### config.mk
export PLATFORM = sky130hd
export DESIGN_NAME = pipeline_stall_sequencer_flat
export DESIGN_NICKNAME = d
export VERILOG_FILES = /design/src/rtl/pipeline_stall_sequencer_if.sv /design/src/rtl/pipeline_stall_sequencer.sv /design/src/flat_wrapper.sv
export SDC_FILE = /design/constraint.sdc
export NUM_CORES = 1
export LEC_CHECK = 0
export ABC_AREA = 1
export CORE_UTILIZATION = 35
export CTS_CLUSTER_SIZE = 28
export DETAILED_ROUTE_END_ITERATION = 6
export PLACE_DENSITY = 0.87
export SKIP_LAST_GASP = 1
export SYNTH_ARGS = -nofsm -noshare
export SYNTH_HDL_FRONTEND = slang
export SYNTH_SLANG_ARGS = --single-unit
### constraint.sdc
create_clock -name CLOCK -period 2.1 [get_ports CLOCK]
set_input_delay 0.42 -clock CLOCK [delete_from_list [all_inputs] [get_ports CLOCK]]
set_output_delay 0.42 -clock CLOCK [all_outputs]
set_load 0.01 [all_outputs]
### src/rtl/pipeline_stall_sequencer_if.sv
// Pipeline hazard bus between the 5-stage datapath and the stall/flush sequencer.
// The master side is the datapath, which drives the hazard sources and consumes the controls.
// The slave side is the sequencer.
interface pipeline_stall_sequencer_if #(
    parameter int REG_W = 5
);
    // Hazard sources from the ID, EXE and MEM stages
    logic [REG_W-1:0] Source1_ID;
    logic [REG_W-1:0] Source2_ID;
    logic             UsesSource2_ID;
    logic             MulDivUse_ID;
    logic [REG_W-1:0] WriteRegister_IDEXE;
    logic             MemRead_IDEXE;
    logic             MulDivStart_IDEXE;
    logic             BranchTaken_EXE;
    logic             MemWait_MEM;

    // Pipeline register controls
    logic             STALL_IFID;
    logic             FLUSH_IFID;
    logic             STALL_IDEXE;
    logic             FLUSH_IDEXE;
    logic             STALL_EXEMEM;
    logic             FLUSH_EXEMEM;
    logic             STALL_MEMWB;
    logic             FLUSH_MEMWB;

    // Status and debug
    logic             MulDivBusy;
    logic [31:0]      StallCycles_DBG;
    logic [31:0]      FlushCount_DBG;

    modport master (
        output Source1_ID, Source2_ID, UsesSource2_ID, MulDivUse_ID,
        output WriteRegister_IDEXE, MemRead_IDEXE, MulDivStart_IDEXE,
        output BranchTaken_EXE, MemWait_MEM,
        input  STALL_IFID, FLUSH_IFID, STALL_IDEXE, FLUSH_IDEXE,
        input  STALL_EXEMEM, FLUSH_EXEMEM, STALL_MEMWB, FLUSH_MEMWB,
        input  MulDivBusy, StallCycles_DBG, FlushCount_DBG
    );

    modport slave (
        input  Source1_ID, Source2_ID, UsesSource2_ID, MulDivUse_ID,
        input  WriteRegister_IDEXE, MemRead_IDEXE, MulDivStart_IDEXE,
        input  BranchTaken_EXE, MemWait_MEM,
        output STALL_IFID, FLUSH_IFID, STALL_IDEXE, FLUSH_IDEXE,
        output STALL_EXEMEM, FLUSH_EXEMEM, STALL_MEMWB, FLUSH_MEMWB,
        output MulDivBusy, StallCycles_DBG, FlushCount_DBG
    );
endinterface

### src/rtl/pipeline_stall_sequencer.sv
// Central stall/flush scheduler for the 5-stage MIPS pipeline.
// It resolves four hazard sources in fixed priority:
//   1. data-memory wait freeze
//   2. taken-branch squash
//   3. MUL/DIV result wait
//   4. load-use bubble
// It also tracks the MUL/DIV busy window.
// The optional hazard statistics counters are built only when the macro
// HAZARD_STATS_EN is defined; otherwise both debug outputs are tied to zero.
// MULDIV_CYCLES must lie in 2..255 so that the 8-bit down-counter can hold it.
module pipeline_stall_sequencer #(
    parameter int MULDIV_CYCLES = 32,
    parameter int REG_W         = 5
) (
    input  logic                          CLOCK,
    input  logic                          RESET,
    pipeline_stall_sequencer_if.slave     bus
);

    typedef enum logic [0:0] {
        RUN    = 1'b0,
        MDBUSY = 1'b1
    } state_t;

    // The counter is loaded with one less than the window length:
    // it runs N-1 .. 0, which gives exactly N busy cycles.
    localparam logic [7:0]       MD_LOAD  = 8'(MULDIV_CYCLES - 1);
    localparam logic [REG_W-1:0] REG_ZERO = '0;

    state_t     state_q, state_d;
    logic [7:0] md_cnt_q, md_cnt_d;

    logic       md_busy;
    logic       freeze;
    logic       branch_flush;
    logic       md_wait;
    logic       load_use;

    logic       stall_ifid, flush_ifid;
    logic       stall_idexe, flush_idexe;
    logic       stall_exemem, flush_exemem;
    logic       stall_memwb, flush_memwb;

    assign md_busy = (state_q == MDBUSY);

    // MUL/DIV occupancy: state and down-counter registers
    always_ff @(posedge CLOCK or negedge RESET) begin
        if (!RESET) begin
            state_q  <= RUN;
            md_cnt_q <= 8'd0;
        end else begin
            state_q  <= state_d;
            md_cnt_q <= md_cnt_d;
        end
    end

    // MUL/DIV next state.
    // A start is ignored while the unit is busy.
    // The count keeps running through memory freezes, because the unit is not
    // part of the frozen pipeline registers.
    always_comb begin
        state_d  = state_q;
        md_cnt_d = md_cnt_q;
        case (state_q)
            RUN: begin
                if (bus.MulDivStart_IDEXE) begin
                    state_d  = MDBUSY;
                    md_cnt_d = MD_LOAD;
                end
            end
            MDBUSY: begin
                if (md_cnt_q == 8'd0) begin
                    state_d = RUN;
                end else begin
                    md_cnt_d = md_cnt_q - 8'd1;
                end
            end
            default: begin
                state_d  = RUN;
                md_cnt_d = 8'd0;
            end
        endcase
    end

    // Hazard detection with priority folded in.
    // A freeze masks everything: the branch stays in EXE and is honoured later.
    // A taken branch squashes the wrong-path ID instruction, so any stall that
    // instruction would have caused is dropped.
    always_comb begin
        freeze       = bus.MemWait_MEM;
        branch_flush = bus.BranchTaken_EXE && !freeze;
        md_wait      = md_busy && bus.MulDivUse_ID && !freeze && !bus.BranchTaken_EXE;
        load_use     = bus.MemRead_IDEXE
                       && (bus.WriteRegister_IDEXE != REG_ZERO)
                       && ((bus.Source1_ID == bus.WriteRegister_IDEXE)
                           || (bus.UsesSource2_ID && (bus.Source2_ID == bus.WriteRegister_IDEXE)))
                       && !freeze && !bus.BranchTaken_EXE && !md_wait;
    end

    // Pipeline register controls.
    // While reset is held every register is flushed.
    // A stall/flush pair on the same register is never raised together.
    always_comb begin
        stall_ifid   = 1'b0;
        flush_ifid   = 1'b0;
        stall_idexe  = 1'b0;
        flush_idexe  = 1'b0;
        stall_exemem = 1'b0;
        flush_exemem = 1'b0;
        stall_memwb  = 1'b0;
        flush_memwb  = 1'b0;
        if (!RESET) begin
            flush_ifid   = 1'b1;
            flush_idexe  = 1'b1;
            flush_exemem = 1'b1;
            flush_memwb  = 1'b1;
        end else if (freeze) begin
            stall_ifid   = 1'b1;
            stall_idexe  = 1'b1;
            stall_exemem = 1'b1;
            flush_memwb  = 1'b1;
        end else if (branch_flush) begin
            flush_ifid   = 1'b1;
            flush_idexe  = 1'b1;
        end else if (md_wait || load_use) begin
            stall_ifid   = 1'b1;
            flush_idexe  = 1'b1;
        end
    end

    assign bus.STALL_IFID   = stall_ifid;
    assign bus.FLUSH_IFID   = flush_ifid;
    assign bus.STALL_IDEXE  = stall_idexe;
    assign bus.FLUSH_IDEXE  = flush_idexe;
    assign bus.STALL_EXEMEM = stall_exemem;
    assign bus.FLUSH_EXEMEM = flush_exemem;
    assign bus.STALL_MEMWB  = stall_memwb;
    assign bus.FLUSH_MEMWB  = flush_memwb;
    assign bus.MulDivBusy   = md_busy;

`ifdef HAZARD_STATS_EN
    logic [31:0] stall_cycles_q, stall_cycles_d;
    logic [31:0] flush_count_q, flush_count_d;

    // Statistics next-state.
    // Both counters wrap naturally at 2^32.
    always_comb begin
        stall_cycles_d = stall_cycles_q;
        flush_count_d  = flush_count_q;
        if (stall_ifid) begin
            stall_cycles_d = stall_cycles_q + 32'd1;
        end
        if (branch_flush) begin
            flush_count_d = flush_count_q + 32'd1;
        end
    end

    // Statistics registers, cleared by reset
    always_ff @(posedge CLOCK or negedge RESET) begin
        if (!RESET) begin
            stall_cycles_q <= 32'd0;
            flush_count_q  <= 32'd0;
        end else begin
            stall_cycles_q <= stall_cycles_d;
            flush_count_q  <= flush_count_d;
        end
    end

    assign bus.StallCycles_DBG = stall_cycles_q;
    assign bus.FlushCount_DBG  = flush_count_q;
`else
    assign bus.StallCycles_DBG = 32'd0;
    assign bus.FlushCount_DBG  = 32'd0;
`endif

endmodule

### src/flat_wrapper.sv
// flat-port wrapper written by rule: the top's interface ports become plain ports
module pipeline_stall_sequencer_flat 
#(
    parameter int MULDIV_CYCLES = 32,
    parameter int REG_W         = 5
)
  (CLOCK, RESET, bus_Source1_ID, bus_Source2_ID, bus_UsesSource2_ID, bus_MulDivUse_ID, bus_WriteRegister_IDEXE, bus_MemRead_IDEXE, bus_MulDivStart_IDEXE, bus_BranchTaken_EXE, bus_MemWait_MEM, bus_STALL_IFID, bus_FLUSH_IFID, bus_STALL_IDEXE, bus_FLUSH_IDEXE, bus_STALL_EXEMEM, bus_FLUSH_EXEMEM, bus_STALL_MEMWB, bus_FLUSH_MEMWB, bus_MulDivBusy, bus_StallCycles_DBG, bus_FlushCount_DBG);
  pipeline_stall_sequencer_if #(.REG_W(REG_W)) bus_i ();
  input  logic CLOCK;
  input  logic RESET;
  input wire logic [$bits(bus_i.Source1_ID)-1:0] bus_Source1_ID;
  input wire logic [$bits(bus_i.Source2_ID)-1:0] bus_Source2_ID;
  input wire logic [$bits(bus_i.UsesSource2_ID)-1:0] bus_UsesSource2_ID;
  input wire logic [$bits(bus_i.MulDivUse_ID)-1:0] bus_MulDivUse_ID;
  input wire logic [$bits(bus_i.WriteRegister_IDEXE)-1:0] bus_WriteRegister_IDEXE;
  input wire logic [$bits(bus_i.MemRead_IDEXE)-1:0] bus_MemRead_IDEXE;
  input wire logic [$bits(bus_i.MulDivStart_IDEXE)-1:0] bus_MulDivStart_IDEXE;
  input wire logic [$bits(bus_i.BranchTaken_EXE)-1:0] bus_BranchTaken_EXE;
  input wire logic [$bits(bus_i.MemWait_MEM)-1:0] bus_MemWait_MEM;
  output wire logic [$bits(bus_i.STALL_IFID)-1:0] bus_STALL_IFID;
  output wire logic [$bits(bus_i.FLUSH_IFID)-1:0] bus_FLUSH_IFID;
  output wire logic [$bits(bus_i.STALL_IDEXE)-1:0] bus_STALL_IDEXE;
  output wire logic [$bits(bus_i.FLUSH_IDEXE)-1:0] bus_FLUSH_IDEXE;
  output wire logic [$bits(bus_i.STALL_EXEMEM)-1:0] bus_STALL_EXEMEM;
  output wire logic [$bits(bus_i.FLUSH_EXEMEM)-1:0] bus_FLUSH_EXEMEM;
  output wire logic [$bits(bus_i.STALL_MEMWB)-1:0] bus_STALL_MEMWB;
  output wire logic [$bits(bus_i.FLUSH_MEMWB)-1:0] bus_FLUSH_MEMWB;
  output wire logic [$bits(bus_i.MulDivBusy)-1:0] bus_MulDivBusy;
  output wire logic [$bits(bus_i.StallCycles_DBG)-1:0] bus_StallCycles_DBG;
  output wire logic [$bits(bus_i.FlushCount_DBG)-1:0] bus_FlushCount_DBG;
  assign bus_i.Source1_ID = bus_Source1_ID;
  assign bus_i.Source2_ID = bus_Source2_ID;
  assign bus_i.UsesSource2_ID = bus_UsesSource2_ID;
  assign bus_i.MulDivUse_ID = bus_MulDivUse_ID;
  assign bus_i.WriteRegister_IDEXE = bus_WriteRegister_IDEXE;
  assign bus_i.MemRead_IDEXE = bus_MemRead_IDEXE;
  assign bus_i.MulDivStart_IDEXE = bus_MulDivStart_IDEXE;
  assign bus_i.BranchTaken_EXE = bus_BranchTaken_EXE;
  assign bus_i.MemWait_MEM = bus_MemWait_MEM;
  assign bus_STALL_IFID = bus_i.STALL_IFID;
  assign bus_FLUSH_IFID = bus_i.FLUSH_IFID;
  assign bus_STALL_IDEXE = bus_i.STALL_IDEXE;
  assign bus_FLUSH_IDEXE = bus_i.FLUSH_IDEXE;
  assign bus_STALL_EXEMEM = bus_i.STALL_EXEMEM;
  assign bus_FLUSH_EXEMEM = bus_i.FLUSH_EXEMEM;
  assign bus_STALL_MEMWB = bus_i.STALL_MEMWB;
  assign bus_FLUSH_MEMWB = bus_i.FLUSH_MEMWB;
  assign bus_MulDivBusy = bus_i.MulDivBusy;
  assign bus_StallCycles_DBG = bus_i.StallCycles_DBG;
  assign bus_FlushCount_DBG = bus_i.FlushCount_DBG;
  pipeline_stall_sequencer #(.MULDIV_CYCLES(MULDIV_CYCLES), .REG_W(REG_W)) u_core (.CLOCK(CLOCK), .RESET(RESET), .bus(bus_i));
endmodule
==> impl_metrics.tcl, run 1 <==
set metrics [dict create \
    fp.coreArea_um2 3440 \
    grt_util_met1 0.127 \
    postPlaceCellArea_um2 1420 \
    area_growth_pct 13.0 \
    root_buffer "clkbuf_8" \
    r2r_end "u_core.md_cnt_q[3]" \
    crit_chain "clkdlybuf4s50_1, nand2_1, nor2_1, nand3_1, nand2_1, nand2_1, nand2_1, nand2_1, nand2_1, buf_2" \
    r2r-start "u_core.md_cnt_q[0]" \
    crit_fanout 2 \
    dp.cells 278 \
    critPathLaunchType "input port" \
    p_per_area_nw_per_um2 364 \
    clock_sinks 9 \
    die_w_um 62.8 \
    critPathArrivalTime_ns 1.54 \
    p_leak_nw 0.942 \
    yosys_warnings 0 \
    worst_path_max_delay_cell "clkdlybuf4s50_1" \
    fmax_mhz 509 \
    drt_pass1_iterations 5 \
    layout-drive-gt1-share 0.0805 \
    post-route-util 0.425 \
    cts_tree "yes" \
    ys_seq_area_frac 0.174 \
    max_cap_violations 0 \
    cp_slowest_stage_delay_ns 0.45 \
    drv_slew 0 \
    hold_buffers 0 \
    fin_nets 261 \
    wl_per_cell_um 8.16 \
    synth_cells 201 \
    setup_viol 0 \
    synth.most_common_cell "buf_4" \
    final-hold-violation-count 0 \
    hpwl_um 1910 \
    path_clk_slew_ns 0.05 \
    drt_iter0_drc 30 \
    status "completed" \
    drc 0 \
    fill_cells 369 \
    vdd_drop_max_uv 211 \
    syn_area_per_cell_um2 6.44 \
    cts_max_level 1 \
    first_global_vias 958 \
    final_cells 282 \
    grt_max_degree 13 \
    antenna_left 0 \
    clockBufferDepth 2 \
    io_pins 96 \
    synth_top_area_share 0.383 \
    dpl_worst_slack_ns -0.457 \
    synth_edf_count 0 \
    clock_skew_ns 0.00618 \
    setup_ws_ns 0.136 \
    r2r_cells 9 \
    synth_cell_types 21 \
    antenna_cells 0 \
    final.period_utilization 0.935 \
    antenna_found_initial 0 \
    cts_inserted_buffers 3 \
    core.rowCount 21 \
    synthTopCellsByCount "66 x buf_4, 52 x nand2_1, 29 x inv_1" \
    crit_start "bus_UsesSource2_ID" \
    hp-class "in -> async" \
    routed_via_density 3.82 \
    grt_use_met3 0.0401 \
    clk-insertion-delay-late_ns 0.24 \
    grt_first_pass_wirelength_um 3820 \
    reg2reg_slack_ns 0.45 \
    totalWireLength_um 2300 \
    ys_top_cells_by_area "buf_4 38%, dfrtp_1 17%, nand2_1 15%, inv_1 8.4%, nor2_1 3.5%" \
    worstPathRequired_ns 1.68 \
    period_needed_ns 1.96 \
    vias 1077 \
    start_util 0.376 \
    endpoint "bus_FLUSH_IDEXE" \
    path_common_cell "nand2_1" \
    die-area_um2 3940 \
    die_h_um 62.8 \
    use_met2 0.221 \
    grt_use_total 0.120 \
    gp_congestion 0.838 \
    synth_top_flop_cell "dfrtp_1" \
    synth.largest_area_cell "buf_4" \
    syn_area_um2 1290 \
    grt_remaining_overflow 0 \
    final_area_um2 1460 \
    worst_setup_path_end_kind "primary output" \
    numPortBuffers 30 \
    cts_setup_buffers 0 \
    synth_seq_cells 9 \
    gr-max-usage-layer "met2" \
    critPathKind "in -> out" \
    ys_async_sr_fraction 1.00 \
]
through the flow:
stage / power, mW / hold slack, ns / setup TNS, ns
finish: 0.532 / 0.296 / 0
global route: 0.564 / 0.323 / -0.0144
CTS: 0.537 / 0.318 / 0
detailed placement: 0.343 / 0.519 / -1.18
global placement: 0.341 / 0.513 / -1.00
floorplan: 0.357 / 0.124 / 0
worst min path at each step:
stage | startpoint | to | slack (ns) | depth (start not counted)
floorplan | RESET | u_core.bus.MulDivBusy | 0.12 | 0
global placement | u_core.md_cnt_q[1] | u_core.md_cnt_q[1] | 0.51 | 2
detailed placement | u_core.md_cnt_q[1] | u_core.md_cnt_q[1] | 0.52 | 2
CTS | RESET | u_core.md_cnt_q[0] | 0.32 | 2
global route | RESET | u_core.md_cnt_q[0] | 0.32 | 2
finish | RESET | u_core.md_cnt_q[0] | 0.30 | 2
routing by layer:
metal	routed length [um]	vias to the layer above	share of wire
li1	-	537	-
met1	846	478	0.37
met4	21	0	0.0091
met2	1260	57	0.55
met5	0	-	0
met3	170	5	0.074
sequential cells by signal, summed over array words and instances, names as in the netlist:
signal / cells
u_core.md_cnt_q: 8
u_core.bus.MulDivBusy: 1
where the power goes:
| group | switching, mW | internal [mW] |
|---|---|---|
| Clock | 0.0685 | 0.132 |
| Sequential | 0 | 0.174 |
| Combinational | 0.0997 | 0.0572 |
layout by cell type, fill, tap and decap left out, drive strengths merged:
cell	instances
clkdlybuf4s50	10
dlymetal6s2s	9
nor2	13
o21ai	9
dlygate4sd2	9
dfrtp	9
nand3	7
ha	1
clkbuf	4
inv	30
o211ai	1
conb	65
xor2	4
xnor2	1
nand2	54
buf	6
nand4	2
nor3	2
layout make-up:
type,instances,area [um2],share of cell area
clock buffers,4,45.0,0.0308
inverters,30,113,0.0771
flip-flops and latches,9,225,0.154
multi-input cells,159,689,0.472
well taps,46,57.6,0.0394
repair buffers,34,332,0.227
kinds of logic (layout without fill, tap and decap cells):
family	after synthesis	in the layout	share of synthesized area
simple gates	78	78	0.249
buf+inv	97	68	0.479
fa+ha+maj	1	1	0.00967
xor+xnor	5	5	0.0338
flops	9	9	0.174
other cells	1	65	0.00290
compound gates	10	10	0.0522
what timing repair did:
| item | 4_1_cts | 5_1_grt |
|---|---|---|
| gates resized for setup | 18 | 9 |
| endpoints found under the setup margin | 6 | 2 |
| pin swaps | 2 | 11 |
worst max-delay path: cells and delay by family:
kind,cells,cell delay [ns]
buffers and inverters,2,0.57
and+or+nand+nor,8,0.55
Power figures use the tool's default switching activity.
==> inputs of run 2 (changes only) <==
- ABC_AREA: 1 -> unset
- CORE_UTILIZATION: 35 -> 33
==> impl_metrics.tcl, run 2 <==
set metrics [dict create \
    status "completed" \
    worst_setup_path_end_kind "primary output" \
    hp-class "in -> async" \
    area_growth_pct 14.4 \
    p_leak_nw 0.725 \
    numPortBuffers 30 \
    synth.most_common_cell "buf_4" \
    synth_top_area_share 0.424 \
    grt_use_total 0.112 \
    final.period_utilization 0.971 \
    synth_cells 142 \
    totalWireLength_um 2070 \
    switchingPower_uw 165 \
    drt_iter0_drc 24 \
    crit_fanout 3 \
    ys_async_sr_fraction 1.00 \
    r2r-start "u_core.md_cnt_q[4]" \
    die-area_um2 3790 \
    dp.cells 222 \
    critPathKind "in -> out" \
    synth_cell_types 33 \
    seqPwrFrac 0.372 \
    synth.largest_area_cell "buf_4" \
    critPathLaunchType "input port" \
    hold_buffers 0 \
    root_buffer "clkbuf_4" \
    final_common_cell "conb_1" \
    wl_per_cell_um 9.16 \
    clock_skew_ns 0.00538 \
    drv_slew 0 \
    ys_top_cells_by_area "buf_4 42%, dfrtp_1 19%, xor2_1 8.2%, nand2_1 2.6%, inv_1 2.2%" \
    cts_tree "yes" \
    cts_max_level 1 \
    critPathArrivalTime_ns 1.62 \
    final-hold-violation-count 0 \
    internal_power_uw 306 \
    grt_first_pass_wirelength_um 3030 \
    fill_cells 357 \
    pwr-share-clk 0.298 \
    path_clk_slew_ns 0.07 \
    antenna_cells 0 \
    drt_pass1_iterations 2 \
    core.rowCount 21 \
    syn_area_um2 1170 \
    synth_top_flop_cell "dfrtp_1" \
    largest_reg_flops 8 \
    fmax_mhz 490 \
    start_util 0.348 \
    clk-insertion-delay-late_ns 0.27 \
    drc 0 \
    crit_start "bus_WriteRegister_IDEXE[2]" \
    worstPathRequired_ns 1.68 \
    hpwl_um 1720 \
    vdd_drop_max_uv 117 \
    total_power_uw 471 \
    rsz0062_at_grt "no" \
    synth_edf_count 0 \
    die_w_um 61.5 \
    vias 845 \
    layout-drive-gt1-share 0.144 \
    top_register "u_core.md_cnt_q" \
    grt_remaining_overflow 0 \
    first_global_vias 706 \
    die_h_um 61.5 \
    synth_seq_cells 9 \
    max_cap_violations 0 \
    p_comb_frac 0.330 \
    gp_congestion 0.785 \
    p_per_area_nw_per_um2 352 \
    grt_max_degree 11 \
    ys_seq_area_frac 0.193 \
    layout_common_cells "65 x conb_1, 11 x xor2_1, 9 x clkdlybuf4s50_1, 9 x dfrtp_1" \
    clock_sinks 9 \
    clockBufferDepth 2 \
    period_needed_ns 2.04 \
    io_pins 96 \
    yosys_warnings 0 \
    final_cells 226 \
    reg2reg_slack_ns 0.39 \
    syn_area_per_cell_um2 8.24 \
    fp.coreArea_um2 3360 \
    routed_via_density 3.74 \
    cts_inserted_buffers 3 \
    antenna_left 0 \
    synthTopCellsByCount "66 x buf_4, 11 x xor2_1, 9 x dfrtp_1" \
    antenna_found_initial 0 \
    sw_frac_of_total 0.350 \
    fin_nets 205 \
    setup_viol 0 \
]
## run 2: metal layers
metal,track usage,routed length [um],part of all wire
met1,0.129,813,0.39
met2,0.186,1080,0.52
met5,0,0,0
met3,0.0252,138,0.067
met4,0.0698,40,0.019
## run 2: cells by family (layout without fill, tap and decap cells)
| logic type | Yosys count | after routing | synth area share |
|---|---|---|---|
| muxes | 2 | 2 | 0.0182 |
| and+or+nand+nor | 27 | 27 | 0.120 |
| xor gates and xnor gates | 14 | 14 | 0.105 |
| buffers and inverters | 74 | 48 | 0.449 |
| other | 1 | 65 | 0.00321 |
| adders and majority gates | 1 | 1 | 0.0107 |
| AOI/OAI and AO/OA | 14 | 14 | 0.102 |
| DFF | 9 | 9 | 0.193 |
## run 2: repair_timing
item / 4_1_cts / 5_1_grt
resized for setup: 43 / 11
setup endpoints to repair: 6 / 4
pin swaps: 8 / 6
setup buffers: 0 / 0
## run 2: power by group through the flow
stage | sequential (mW) | combinational [mW] | clock [mW]
global route | 0.175 | 0.177 | 0.157
global placement | 0.179 | 0.160 | 0
CTS | 0.175 | 0.150 | 0.142
floorplan | 0.178 | 0.172 | 0
detailed placement | 0.178 | 0.162 | 0
finish | 0.175 | 0.156 | 0.140
## run 2: through the flow
stage	area, um2	worst slack (ns)	hold slack, ns	utilization	TNS (ns)
floorplan	1410	0.341	0.124	-	0
global placement	1320	-0.700	0.513	0.393	-1.74
detailed placement	1320	-0.811	0.534	0.393	-1.96
CTS	1310	-0.0606	0.525	0.389	-0.0606
global route	1340	0.00211	0.146	0.398	0
finish	1340	0.0601	0.134	0.398	0
## run 2: critical path, cell delays in order
cell and delay (ns):
dlygate4sd2_1 0.28, or4_1 0.50, o21ai_2 0.18, o31ai_2 0.10
buf_2 0.15
## run 2: worst paths after layout
| check | to | cells past startpoint |
|---|---|---|
| max in group asynchronous | u_core.md_cnt_q[2] | 2 |
| setup reg to reg | u_core.md_cnt_q[0] | 4 |
| setup / recovery | bus_STALL_IFID | 5 |
| hold / removal | u_core.md_cnt_q[3] | 2 |
| hold reg to reg | u_core.md_cnt_q[1] | 2 |
| min in group CLOCK | u_core.md_cnt_q[1] | 2 |
## run 2: area by class of cell
type / instances / area (um2) / area share
multi-input combinational: 123 / 682 / 0.509
timing repair buffer: 37 / 322 / 0.240
clock buffer: 4 / 26.3 / 0.0196
tap: 46 / 57.6 / 0.0430
sequential: 9 / 225 / 0.168
inverter: 7 / 26.3 / 0.0196
